File: src/rtl/vga_capture_pkg.sv
// Shared constants and helpers for the TinyVGA PMOD receive path.
// Bit positions follow the PMOD byte {hsync, B0, G0, R0, vsync, B1, G1, R1}.
package vga_capture_pkg;

  localparam int HS = 7;
  localparam int B0 = 6;
  localparam int G0 = 5;
  localparam int R0 = 4;
  localparam int VS = 3;
  localparam int B1 = 2;
  localparam int G1 = 1;
  localparam int R1 = 0;

  localparam int DEF_H_TOTAL  = 800;
  localparam int DEF_V_TOTAL  = 525;
  localparam int DEF_H_ACTIVE = 640;
  localparam int DEF_V_ACTIVE = 480;
  localparam int DEF_H_OFFSET = 144;
  localparam int DEF_V_OFFSET = 35;

  typedef struct packed {
    logic [1:0] r;
    logic [1:0] g;
    logic [1:0] b;
  } rgb_t;

  // The high colour bit sits in the low nibble, so each channel is reassembled.
  function automatic rgb_t unscramble(input logic [7:0] p);
    rgb_t c;
    c.r = {p[R1], p[R0]};
    c.g = {p[G1], p[G0]};
    c.b = {p[B1], p[B0]};
    return c;
  endfunction

endpackage

File: src/rtl/pwm_window_demod.sv
// Counts ones of a PWM bitstream over fixed 1024-clock windows and
// emits the saturated 10-bit density once per window.
module pwm_window_demod (
  input  logic       clk,
  input  logic       reset,
  input  logic       pwm_bit,
  output logic [9:0] sample,
  output logic       strobe
);

  logic [9:0]  wcnt;
  logic [10:0] ones;
  logic [10:0] total;

  // The bit arriving on the window's last clock still belongs to that window.
  assign total = ones + {10'd0, pwm_bit};

  always_ff @(posedge clk) begin
    if (reset) begin
      wcnt   <= '0;
      ones   <= '0;
      sample <= '0;
      strobe <= 1'b0;
    end else begin
      wcnt   <= wcnt + 10'd1;
      strobe <= (wcnt == 10'h3FF);
      if (wcnt == 10'h3FF) begin
        sample <= total[10] ? 10'h3FF : total[9:0];
        ones   <= '0;
      end else begin
        ones <= total;
      end
    end
  end

endmodule

File: src/rtl/tinyvga_pmod_capture.sv
// Receive-side TinyVGA PMOD decoder: recovers sync timing, pixel coordinates
// and 2-bit RGB, and demodulates the 1-bit audio PWM to 10-bit samples.
module tinyvga_pmod_capture
  import vga_capture_pkg::*;
#(
  parameter int H_TOTAL  = DEF_H_TOTAL,
  parameter int V_TOTAL  = DEF_V_TOTAL,
  parameter int H_ACTIVE = DEF_H_ACTIVE,
  parameter int V_ACTIVE = DEF_V_ACTIVE,
  parameter int H_OFFSET = DEF_H_OFFSET,
  parameter int V_OFFSET = DEF_V_OFFSET
) (
  input  logic       clk,
  input  logic       reset,
  input  logic [7:0] pmod_in,
  input  logic       audio_in,
  output logic       pix_valid,
  output logic [9:0] pix_x,
  output logic [9:0] pix_y,
  output logic [1:0] pix_r,
  output logic [1:0] pix_g,
  output logic [1:0] pix_b,
  output logic       pix_sof,
  output logic       pix_eol,
  output logic       locked,
  output logic [9:0] audio_sample,
  output logic       audio_valid
);

  localparam logic [10:0] H_LO  = 11'(H_OFFSET);
  localparam logic [10:0] H_HI  = 11'(H_OFFSET + H_ACTIVE);
  localparam logic [9:0]  V_LO  = 10'(V_OFFSET);
  localparam logic [9:0]  V_HI  = 10'(V_OFFSET + V_ACTIVE);
  localparam logic [11:0] H_LEN = 12'(H_TOTAL);
  localparam logic [9:0]  V_LEN = 10'(V_TOTAL);
  localparam logic [9:0]  X_END = 10'(H_ACTIVE - 1);

  logic [7:0]  pmod1;
  logic        audio1;
  logic        hs1, vs1, hs2, vs2;
  logic        hs_edge, vs_edge;
  logic [10:0] hcount;
  logic [9:0]  vline;
  logic        line_ok, frame_ok;
  logic        active;
  logic [9:0]  x_now, y_now;
  rgb_t        col;

  assign hs1     = pmod1[HS];
  assign vs1     = pmod1[VS];
  assign hs_edge = hs2 & ~hs1;
  assign vs_edge = vs2 & ~vs1;

  assign active = (hcount >= H_LO) && (hcount < H_HI) &&
                  (vline  >= V_LO) && (vline  < V_HI);
  assign x_now  = 10'(hcount - H_LO);
  assign y_now  = vline - V_LO;
  assign col    = unscramble(pmod1);

  // NOTE: every register here uses <=, so edge detection and the counters all
  // see the previous clock's values; blocking writes would skew them by a cycle.
  always_ff @(posedge clk) begin
    if (reset) begin
      // Syncs clear low so an idle-high input after reset cannot fake an edge.
      pmod1     <= '0;
      audio1    <= 1'b0;
      hs2       <= 1'b0;
      vs2       <= 1'b0;
      hcount    <= '1;
      vline     <= '1;
      line_ok   <= 1'b0;
      frame_ok  <= 1'b0;
      locked    <= 1'b0;
      pix_valid <= 1'b0;
      pix_x     <= '0;
      pix_y     <= '0;
      pix_r     <= '0;
      pix_g     <= '0;
      pix_b     <= '0;
      pix_sof   <= 1'b0;
      pix_eol   <= 1'b0;
    end else begin
      pmod1  <= pmod_in;
      audio1 <= audio_in;
      hs2    <= hs1;
      vs2    <= vs1;

      if (hs_edge) begin
        line_ok <= ({1'b0, hcount} + 12'd1 == H_LEN);
        hcount  <= '0;
      end else if (hcount != 11'h7FF) begin
        hcount <= hcount + 11'd1;
      end

      // A coincident hsync edge is swallowed by the vsync reset of vline.
      if (vs_edge) begin
        frame_ok <= (vline == V_LEN);
        vline    <= '0;
      end else if (hs_edge && vline != 10'h3FF) begin
        vline <= vline + 10'd1;
      end

      locked <= line_ok & frame_ok;

      pix_valid <= active;
      pix_sof   <= active && (x_now == '0) && (y_now == '0);
      pix_eol   <= active && (x_now == X_END);
      if (active) begin
        pix_x <= x_now;
        pix_y <= y_now;
        pix_r <= col.r;
        pix_g <= col.g;
        pix_b <= col.b;
      end else begin
        pix_r <= '0;
        pix_g <= '0;
        pix_b <= '0;
      end
    end
  end

  pwm_window_demod u_audio (
    .clk     (clk),
    .reset   (reset),
    .pwm_bit (audio1),
    .sample  (audio_sample),
    .strobe  (audio_valid)
  );

endmodule

File: config.mk
export PLATFORM = sky130hd
export DESIGN_NAME = tinyvga_pmod_capture
export DESIGN_NICKNAME = d
export VERILOG_FILES = /design/src/rtl/vga_capture_pkg.sv /design/src/rtl/pwm_window_demod.sv /design/src/rtl/tinyvga_pmod_capture.sv
export SDC_FILE = /design/constraint.sdc
export NUM_CORES = 1
export LEC_CHECK = 0
export CORE_AREA = 2 2 103 105
export DETAILED_ROUTE_END_ITERATION = 10
export DIE_AREA = 0 0 105 107
export GPL_ROUTABILITY_DRIVEN = 0
export SETUP_SLACK_MARGIN = 0.3
export SLEW_MARGIN = 5
export SYNTH_ARGS = -nofsm -noshare
export SYNTH_HDL_FRONTEND = slang
export SYNTH_HIERARCHICAL = 1
export SYNTH_SLANG_ARGS = --single-unit
File: constraint.sdc
create_clock -name clk -period 6 [get_ports clk]
set_input_delay 0.9 -clock clk [delete_from_list [all_inputs] [get_ports clk]]
set_output_delay 0.9 -clock clk [all_outputs]
set_load 0.02 [all_outputs]
==> flow_summary.ini, run 1 <==
[timing]
finalCritPeriodShare_pct = 42.9
fin_tns_setup_ns = 0
final-max-slew-violation-count = 0
timing.final.hold_violations = 0
final.hold.worst_slack_ns = 0.438
timing.fmax_ghz = 0.389
finalWorstPathRequiredPeriod_ns = 2.57
timing_worst_slew_pin_value_ns = 0.961
fin_worst_skew_ns = 0.00883
rsz0062_at_grt = no
final_number_of_setup_violating_endpoints = 0
timing.slew.headroom_pct = 35.6

[global_routing]
gr-total-overflow = 0
grt_max_degree = 70
globalRouteTotalUtil_pct = 17.0
global_route_wire_length_before_repair_um = 15500
antenna_found_initial = 0
first_global_vias = 3243

[power]
ir_worst_vdd_uv = 183
power.switching_fraction_pct = 34.4
netSwitchingPower_mw = 0.522
p_per_area_nw_per_um2 = 297
seq_power_share_pct = 51.2
share_clk_of_total_power_pct = 25.7
total_leakage_power_nw = 1.91
intPower_mw = 0.995
pwr-share-comb_pct = 23.1

[synthesis]
ys.flop_type = sky130_fd_sc_hd__dfxtp_1
syn-cell-area_sq_um = 4420
syn-mean-instance-area_sq_um = 9.60
synthesis.instances = 460
synth-warning-count = 6
synth_top_area_cell = sky130_fd_sc_hd__dfxtp_1
synth_fp_nets = 483
synth-edff-count = 0
share_of_synthesized_area_occupied_by_flip_flops_and_latches_pct = 43.5
async_flop_share_pct = 0
synthDistinctLibCells = 61
synth_top_cells_by_area = sky130_fd_sc_hd__dfxtp_1 (44%), sky130_fd_sc_hd__xor2_1 (4.8%), sky130_fd_sc_hd__nor2_1 (4.3%)
synth_top_cells_by_count = sky130_fd_sc_hd__dfxtp_1 (96), sky130_fd_sc_hd__nor2_1 (51), sky130_fd_sc_hd__nand2_1 (27), sky130_fd_sc_hd__xor2_1 (24), sky130_fd_sc_hd__nand3_1 (21)
top_count_cell_post_synth = sky130_fd_sc_hd__dfxtp_1
synthDominantCellAreaShare_pct = 43.5
postSynthRegisterBits = 96

[drt]
wirelength_um = 8930
num_vias = 3295
first_iteration_detailed_routing_drc_count = 156
drt_pass1_iterations = 4
wire_per_inst_um = 14.0
drt.antenna.violating_nets = 0
residual_drc = 0
drt-vias-per-instance = 5.17

[floorplan]
floorplan.rows = 37
die_width_um = 105
die-height_um = 107
initial_utilization_pct = 43.8
die_outline_area_sq_um = 11200
core_area_sq_um = 10100
design.portCount = 52

[cells_and_area]
layout.cell_area.non_filler_sq_um = 5110
antenna-diode-count = 0
fillers = 984
layout.area.seq_sq_um = 1920
final_cells = 637
postLayoutCoreUtil_pct = 50.7
multi_input_area_sq_um = 2280
layout.nets = 519
share_of_layout_cells_above_drive_strength_1_pct = 8.18
syn_to_layout_area_delta_pct = 15.8

[clock_tree]
h-tree-depth = 3
tritoncts = done
ctsRootBufferMaster = sky130_fd_sc_hd__clkbuf_8
clk-insertion-delay-late_ns = 0.37
max-clock-path-buffers = 2
tritoncts.num_buffers = 9
postCtsSetupBuffers = 0
tritoncts_sink_count = 96
clk_pin_slew_worst_paths_ns = 0.10
ctsResizeCount = 0
ctsHoldBuffers = 0

[critical_path]
timing.critical_path.from_type = flop
timing.critical_path.required_ns = 6.27
arrival_ns = 2.84
critical_path_class = reg -> reg
crit_fanout = 8
setup.worst_path.end_class = flop

[placed_design]
numPortBuffers = 51
dp_cells = 621
dp_hpwl_um = 6290
dpl-instance-area_sq_um = 4930

[job]
cap_violations = 0

[status]
outcome = complete, no violations

[hold_path]
min-delay-path-class = reg -> reg
==> placed cells by master (no fill, tap or decap), types with 3 or more instances in the layout <==
master	Yosys	routed
sky130_fd_sc_hd__buf_4	3	3
sky130_fd_sc_hd__dfxtp_1	96	96
sky130_fd_sc_hd__inv_1	9	9
sky130_fd_sc_hd__or3_1	3	3
sky130_fd_sc_hd__o21ai_0	16	16
sky130_fd_sc_hd__nand2b_1	5	5
sky130_fd_sc_hd__mux2i_1	15	15
sky130_fd_sc_hd__a211oi_1	8	8
sky130_fd_sc_hd__nand2_1	27	27
sky130_fd_sc_hd__nor4_1	5	5
sky130_fd_sc_hd__xor2_1	24	24
sky130_fd_sc_hd__clkdlybuf4s50_1	0	50
sky130_fd_sc_hd__nand4_1	10	10
sky130_fd_sc_hd__ha_1	12	12
sky130_fd_sc_hd__nor4b_1	3	3
sky130_fd_sc_hd__xnor2_1	20	20
sky130_fd_sc_hd__and4_2	3	3
sky130_fd_sc_hd__clkbuf_8	1	9
sky130_fd_sc_hd__a21oi_1	7	7
sky130_fd_sc_hd__o211ai_1	3	3
sky130_fd_sc_hd__nor2b_1	17	17
sky130_fd_sc_hd__nor2_1	51	51
sky130_fd_sc_hd__and3_1	4	4
sky130_fd_sc_hd__a21o_1	4	4
sky130_fd_sc_hd__o21bai_1	11	11
sky130_fd_sc_hd__o31ai_1	3	3
sky130_fd_sc_hd__nand3_1	21	21
sky130_fd_sc_hd__a22o_2	3	3
sky130_fd_sc_hd__nor3_1	9	9
sky130_fd_sc_hd__and2_1	8	8
==> per-layer routing <==
metal / GRT usage [%] / routed length, um / vias to the layer above
li1: - / - / 1678
met1: 22.6 / 4340 / 1554
met2: 27.7 / 4200 / 53
met3: 3.47 / 285 / 10
met4: 5.71 / 109 / 0
met5: 0 / 0 / -
==> per-stage QoR <==
step | setup WS [ns] | total power, mW
finish | 3.43 | 1.52
detailed placement | 3.45 | 1.14
floorplan | 3.67 | 1.07
CTS | 3.41 | 1.53
global route | 3.27 | 1.62
global placement | 3.46 | 1.13
==> power by group through the flow <==
stage	logic [mW]	clock network [mW]	registers, mW
4_1_cts	0.350	0.405	0.776
2_1_floorplan	0.332	0	0.734
5_1_grt	0.401	0.429	0.790
3_3_place_gp	0.340	0	0.789
6_report	0.350	0.390	0.776
3_5_place_dp	0.347	0	0.790
==> state kept, by name (all words and copies together), names as in the netlist, 2 cells and up <==
signal / count
pix_r: 2
pix_b: 2
pmod1: 8
pix_x: 10
hcount: 11
u_audio/wcnt: 10
pix_y: 10
pix_g: 2
u_audio/sample: 10
vline: 10
u_audio/ones: 11
==> worst max-delay path, cell delays in order (launching register included) <==
cell	delay, ns
sky130_fd_sc_hd__dfxtp_1	0.49
sky130_fd_sc_hd__ha_1	0.37
sky130_fd_sc_hd__o41ai_2	0.16
sky130_fd_sc_hd__a21o_1	0.27
sky130_fd_sc_hd__a211o_1	0.31
sky130_fd_sc_hd__or4_4	0.55
sky130_fd_sc_hd__a2111oi_4	0.33
==> cell type report <==
type | count | share of cell area (%)
clock buffers | 10 | 2.50
flip-flops and latches | 96 | 37.6
repair buffers | 54 | 10.3
clock inverters | 6 | 1.03
well taps | 136 | 3.33
multi-input cells | 326 | 44.6
inverters | 9 | 0.661
==> final timing paths <==
kind / depth (start not counted) / end / startpoint / slack (ns)
min reg2reg: 1 / pix_b[1] / pmod1[2] / 0.44
min: 1 / pix_b[1] / pmod1[2] / 0.44
max reg2reg: 6 / pix_sof / vline[0] / 3.43
max: 6 / pix_sof / vline[0] / 3.43
==> cells by family (layout without fill, tap and decap cells) <==
family                     Yosys count  in the layout  share of synthesized area, %
adders and majority gates           12             12                          3.40
and+or+nand+nor                    180            180                          22.7
xor gates and xnor gates            44             44                          8.73
AOI/OAI and AO/OA                   74             74                          13.1
muxes                               16             16                          3.65
DFF                                 96             96                          43.5
buffers and inverters               38             79                          4.90
(Power assumes the default switching activity.)
==> run 2: changes to the inputs <==
- clock period: 6 -> 2.5 ns (I/O delays scaled with it)
==> flow_summary.ini, run 2 (synthesized netlist as in run 1, its figures left out) <==
[drt]
wire_per_inst_um = 14.4
wirelength_um = 9520
drt.antenna.violating_nets = 0
drt-vias-per-instance = 5.21
drt_pass1_iterations = 4
residual_drc = 0
num_vias = 3438
first_iteration_detailed_routing_drc_count = 172

[clock_tree]
ctsRootBufferMaster = sky130_fd_sc_hd__clkbuf_8
h-tree-depth = 3
tritoncts = done
clk_pin_slew_worst_paths_ns = 0.10
ctsHoldBuffers = 0
clk-insertion-delay-late_ns = 0.37
tritoncts.num_buffers = 9
max-clock-path-buffers = 2
tritoncts_sink_count = 96

[critical_path]
critical-path-max-stage-delay_ns = 0.61
timing.critical_path.required_ns = 2.81
crit_fanout = 7
worst_r2r_endpoint = pix_r[1]
crit_path_cell_trace = ha_4 -> nor3_4 -> nand4b_4 -> a211o_1 -> nor3_1 -> and2_1
timing.critical_path.from_type = flop
setup.worst_path.end_class = flop
arrival_ns = 2.37
critical_path.slowest_cell = sky130_fd_sc_hd__nor3_1
regToRegStartpoint = vline[0]
critical_path_class = reg -> reg
r2r_slack_ns = 0.44
worst-r2r-cell-count = 6

[global_routing]
gr-total-overflow = 0
global_route_wire_length_before_repair_um = 15900
first_global_vias = 3296
globalRouteTotalUtil_pct = 17.7
antenna_found_initial = 0
grt_max_degree = 54

[job]
cap_violations = 0

[power]
ir_worst_vdd_uv = 389
netSwitchingPower_mw = 1.30
seq_power_share_pct = 44.4
p_per_area_nw_per_um2 = 748
share_clk_of_total_power_pct = 29.9
total_leakage_power_nw = 2.09
intPower_mw = 2.77
pwr-share-comb_pct = 25.6
power.switching_fraction_pct = 31.9

[timing]
rsz0062_at_grt = yes
timing.slew.headroom_pct = 27.3
final_number_of_setup_violating_endpoints = 0
final-max-slew-violation-count = 0
fin_tns_setup_ns = 0
timing.fmax_ghz = 0.485
timing_worst_slew_pin_value_ns = 1.08
finalWorstPathRequiredPeriod_ns = 2.06
timing.final.hold_violations = 0
finalCritPeriodShare_pct = 82.5
fin_worst_skew_ns = 0.0133

[placed_design]
dp_hpwl_um = 6580
numPortBuffers = 51

[status]
outcome = complete, no violations

[cells_and_area]
biggest_registers_after_layout = hcount: 11 flops, u_audio/ones: 11 flops
layout_common_cells = sky130_fd_sc_hd__dfxtp_1 (89), sky130_fd_sc_hd__nor2_1 (51), sky130_fd_sc_hd__clkdlybuf4s50_1 (50)
antenna-diode-count = 0
final_common_cell = sky130_fd_sc_hd__dfxtp_1
syn_to_layout_area_delta_pct = 23.1
layout.nets = 542
postLayoutCoreUtil_pct = 53.9
share_of_layout_cells_above_drive_strength_1_pct = 14.1

[hold_path]
hold_path_end = pix_y[6]
hold_path.startpoint = reset
min-delay-path-class = in -> reg
min_delay_path_depth = 2

[floorplan]
design.portCount = 52
die-height_um = 107
floorplan.rows = 37
initial_utilization_pct = 43.8
core_area_sq_um = 10100
die_outline_area_sq_um = 11200
die_width_um = 105
[run 2: through the flow]
stage               total power, mW  area (sq um)  cells  hold slack (ns)  setup WS [ns]
finish                         4.07          5440    660            0.385          0.437
global route                   4.32          5440    660            0.394          0.294
CTS                            4.07          5360    655            0.367          0.303
detailed placement             2.81          5050    635            0.411          0.103
global placement               2.81          5050    635            0.408          0.172
floorplan                      2.56          4430    460            0.406          0.336
[run 2: per-layer routing]
metal / GRT usage [%] / up-vias / share of wire (%)
met4: 9.43 / 0 / 2.3
met5: 0 / - / 0
met3: 3.10 / 18 / 2.9
met1: 22.9 / 1639 / 49
li1: - / 1722 / -
met2: 28.3 / 59 / 46
[run 2: layout make-up]
type                    count  area, sq um
multi-input cells         326         2340
fillers                   938         4650
flip-flops and latches     96         1940
clock inverters             6          115
repair buffers             77          713
well taps                 136          170
clock buffers              10          128
inverters                   9         33.8
[run 2: how the worst max path moves through the flow]
stage                         start  endpoint  slack (ns)  depth (start not counted)
after floorplan           hcount[5]  pix_x[8]        0.34                          8
after global placement     vline[3]   pix_eol        0.17                          5
after detailed placement   vline[1]   pix_eol        0.10                          6
after CTS                 hcount[4]  pix_y[8]        0.30                          7
after global routing      hcount[4]  pix_y[8]        0.29                          7
final                      vline[0]  pix_r[1]        0.44                          6
[run 2: what timing repair did]
item | CTS | global route
endpoints found under the setup margin | 27 | 27
setup buffers | 4 | 5
pin swaps | 3 | 6
resized for setup | 9 | 11
[run 2: power by group through the flow]
stage	sequential, mW	clock [mW]	combinational (mW)
after global routing	1.83	1.32	1.16
after floorplan	1.76	0	0.799
after global placement	1.82	0	0.991
final	1.81	1.22	1.04
after detailed placement	1.82	0	0.992
after CTS	1.79	1.26	1.02
[run 2: critical path: cells and delay by family (launching register included)]
| family | cells | cell delay [ns] |
|---|---|---|
| adder cells (fa/ha/maj) | 1 | 0.17 |
| flip-flops | 1 | 0.37 |
| AND/OR/NAND/NOR | 4 | 1.12 |
| AO/OA/AOI/OAI | 1 | 0.34 |
==> run 3: changes to the inputs <==
- clock period: 2.5 -> 2.1 ns (I/O delays scaled with it)
==> flow_summary.ini, run 3 (synthesized netlist as in run 1, its figures left out) <==
[drt]
first_iteration_detailed_routing_drc_count = 159
drt.antenna.violating_nets = 0
wirelength_um = 10200
num_vias = 3551
drt_pass1_iterations = 5
residual_drc = 0
wire_per_inst_um = 14.7
drt-vias-per-instance = 5.13

[timing]
rsz0062_at_grt = yes
timing.final.hold_violations = 0
final.hold.worst_slack_ns = 0.403
timing_worst_slew_pin_value_ns = 0.487
post-route-worst-setup-slack_ns = 0.0907
timing.fmax_ghz = 0.498
finalWorstPathRequiredPeriod_ns = 2.01
final-max-slew-violation-count = 0
fin_worst_skew_ns = 0.0119
final_number_of_setup_violating_endpoints = 0
finalCritPeriodShare_pct = 95.7
timing.slew.headroom_pct = 67.5

[placed_design]
numPortBuffers = 51
dp_hpwl_um = 7020
dp_worst_setup_slack_ns = -0.0269
dpl-instance-area_sq_um = 5210

[clock_tree]
tritoncts.num_buffers = 9
max-clock-path-buffers = 2
tritoncts_sink_count = 96
clk-insertion-delay-late_ns = 0.37
ctsRootBufferMaster = sky130_fd_sc_hd__clkbuf_8
ctsHoldBuffers = 0
tritoncts = done
clk_pin_slew_worst_paths_ns = 0.10
h-tree-depth = 3

[cells_and_area]
syn_to_layout_area_delta_pct = 33.0
multi_input_area_sq_um = 2480
layout_common_cells = sky130_fd_sc_hd__dfxtp_1 (85), sky130_fd_sc_hd__buf_4 (53), sky130_fd_sc_hd__clkdlybuf4s50_1 (50)
share_of_layout_cells_above_drive_strength_1_pct = 23.7
antenna-diode-count = 0
final_common_cell = sky130_fd_sc_hd__dfxtp_1
layout.nets = 574
postLayoutCoreUtil_pct = 58.2
biggest_registers_after_layout = hcount: 11 flops, u_audio/ones: 11 flops
fillers = 902
layout.area.seq_sq_um = 1950
layout.cell_area.non_filler_sq_um = 5870

[job]
cap_violations = 0

[power]
p_per_area_nw_per_um2 = 888
post-layout-total-power_mw = 5.22
total_leakage_power_nw = 2.25
ir_worst_vdd_uv = 451

[critical_path]
crit_fanout = 7
crit_path_cell_trace = ha_4 -> nor3_4 -> nand4b_4 -> a2111oi_4 -> buf_4 -> buf_12 -> mux2i_1 -> nor2_1
setup.worst_path.end_class = flop
arrival_ns = 2.25
timing.critical_path.max_delay_family = compound AO/OA/AOI/OAI gates
timing.critical_path.from_type = flop
critical_path.slowest_cell = sky130_fd_sc_hd__a2111oi_4
critical_path_class = reg -> reg
buffers_plus_inverters_on_the_worst_setup_path = 2
critical-path-max-stage-delay_ns = 0.44
timing.critical_path.required_ns = 2.34

[global_routing]
first_global_vias = 3457
use_met2_pct = 31.0
grt_util_met1_pct = 24.2
antenna_found_initial = 0
global_route.peak_usage_layer = met2
global_route_wire_length_before_repair_um = 16800
grt_max_degree = 47
use_met3_pct = 3.71
globalRouteTotalUtil_pct = 18.8
gr-total-overflow = 0

[floorplan]
die-height_um = 107
die_outline_area_sq_um = 11200
floorplan.rows = 37
core_area_sq_um = 10100
initial_utilization_pct = 43.8
die_width_um = 105
design.portCount = 52

[hold_path]
min-delay-path-class = in -> reg

[status]
outcome = complete, no violations
run 3: cell count changes in the layout (fill, tap and decap cells not counted), moves of 2 or more:
| cell | before | now |
|---|---|---|
| sky130_fd_sc_hd__buf_4 | 25 | 53 |
| sky130_fd_sc_hd__nor2_1 | 51 | 45 |
| sky130_fd_sc_hd__dfxtp_1 | 89 | 85 |
| sky130_fd_sc_hd__dfxtp_2 | 2 | 6 |
| sky130_fd_sc_hd__ha_1 | 11 | 8 |
| sky130_fd_sc_hd__ha_4 | 1 | 4 |
| sky130_fd_sc_hd__nor2_2 | 0 | 3 |
| sky130_fd_sc_hd__nor2_4 | 0 | 3 |
| sky130_fd_sc_hd__a311oi_1 | 2 | 0 |
| sky130_fd_sc_hd__buf_6 | 0 | 2 |
| sky130_fd_sc_hd__inv_1 | 9 | 7 |
run 3: timing repair:
action | CTS | global route
pin swaps | 8 | 11
gates resized for setup | 31 | 21
cloned | 3 | 0
setup endpoints to repair | 52 | 54
buffers inserted | 14 | 6
run 3: final cells by class:
type	count	share of cell area (%)
clock buffers	9	2.11
repair buffers	109	17.1
multi-input cells	326	42.2
flip-flops and latches	96	33.2
clock inverters	7	1.85
well taps	136	2.90
inverters	9	0.618
run 3: where the power goes:
part | total, mW | switching (mW) | leakage [nW] | internal, mW
Clock | 1.40 | 0.704 | 0.118 | 0.698
Sequential | 2.12 | 0.144 | 0.781 | 1.98
Combinational | 1.69 | 0.919 | 1.35 | 0.775
run 3: path summary, 6_finish.rpt:
kind / cells after the start / from / end / slack [ns]
worst max-delay path: 8 / vline[1] / pix_x[6] / 0.09
worst min-delay path: 4 / reset / u_audio/sample[9] / 0.40
worst max register to register: 8 / vline[1] / pix_x[6] / 0.09
worst min register to register: 1 / pmod1[5] / pix_g[0] / 0.43
run 3: worst register-to-register path: stages, from the launching register on:
cell	delay, ns
sky130_fd_sc_hd__dfxtp_4	0.36
sky130_fd_sc_hd__ha_4	0.17
sky130_fd_sc_hd__nor3_4	0.16
sky130_fd_sc_hd__nand4b_4	0.15
sky130_fd_sc_hd__a2111oi_4	0.44
sky130_fd_sc_hd__buf_4	0.19
sky130_fd_sc_hd__buf_12	0.13
sky130_fd_sc_hd__mux2i_1	0.21
sky130_fd_sc_hd__nor2_1	0.06
run 3: stage by stage:
step	setup TNS, ns	cells
2_1_floorplan	0	460
3_3_place_gp	0	653
3_5_place_dp	-0.0269	653
4_1_cts	0	686
5_1_grt	0	692
6_report	0	692
run 3: layer usage:
metal  wire (um)  part of all wire (%)  vias up
met3         353                   3.5       13
li1            -                     -     1787
met2        4840                    47       54
met4         162                   1.6        0
met1        4850                    48     1697
met5           0                     0        -
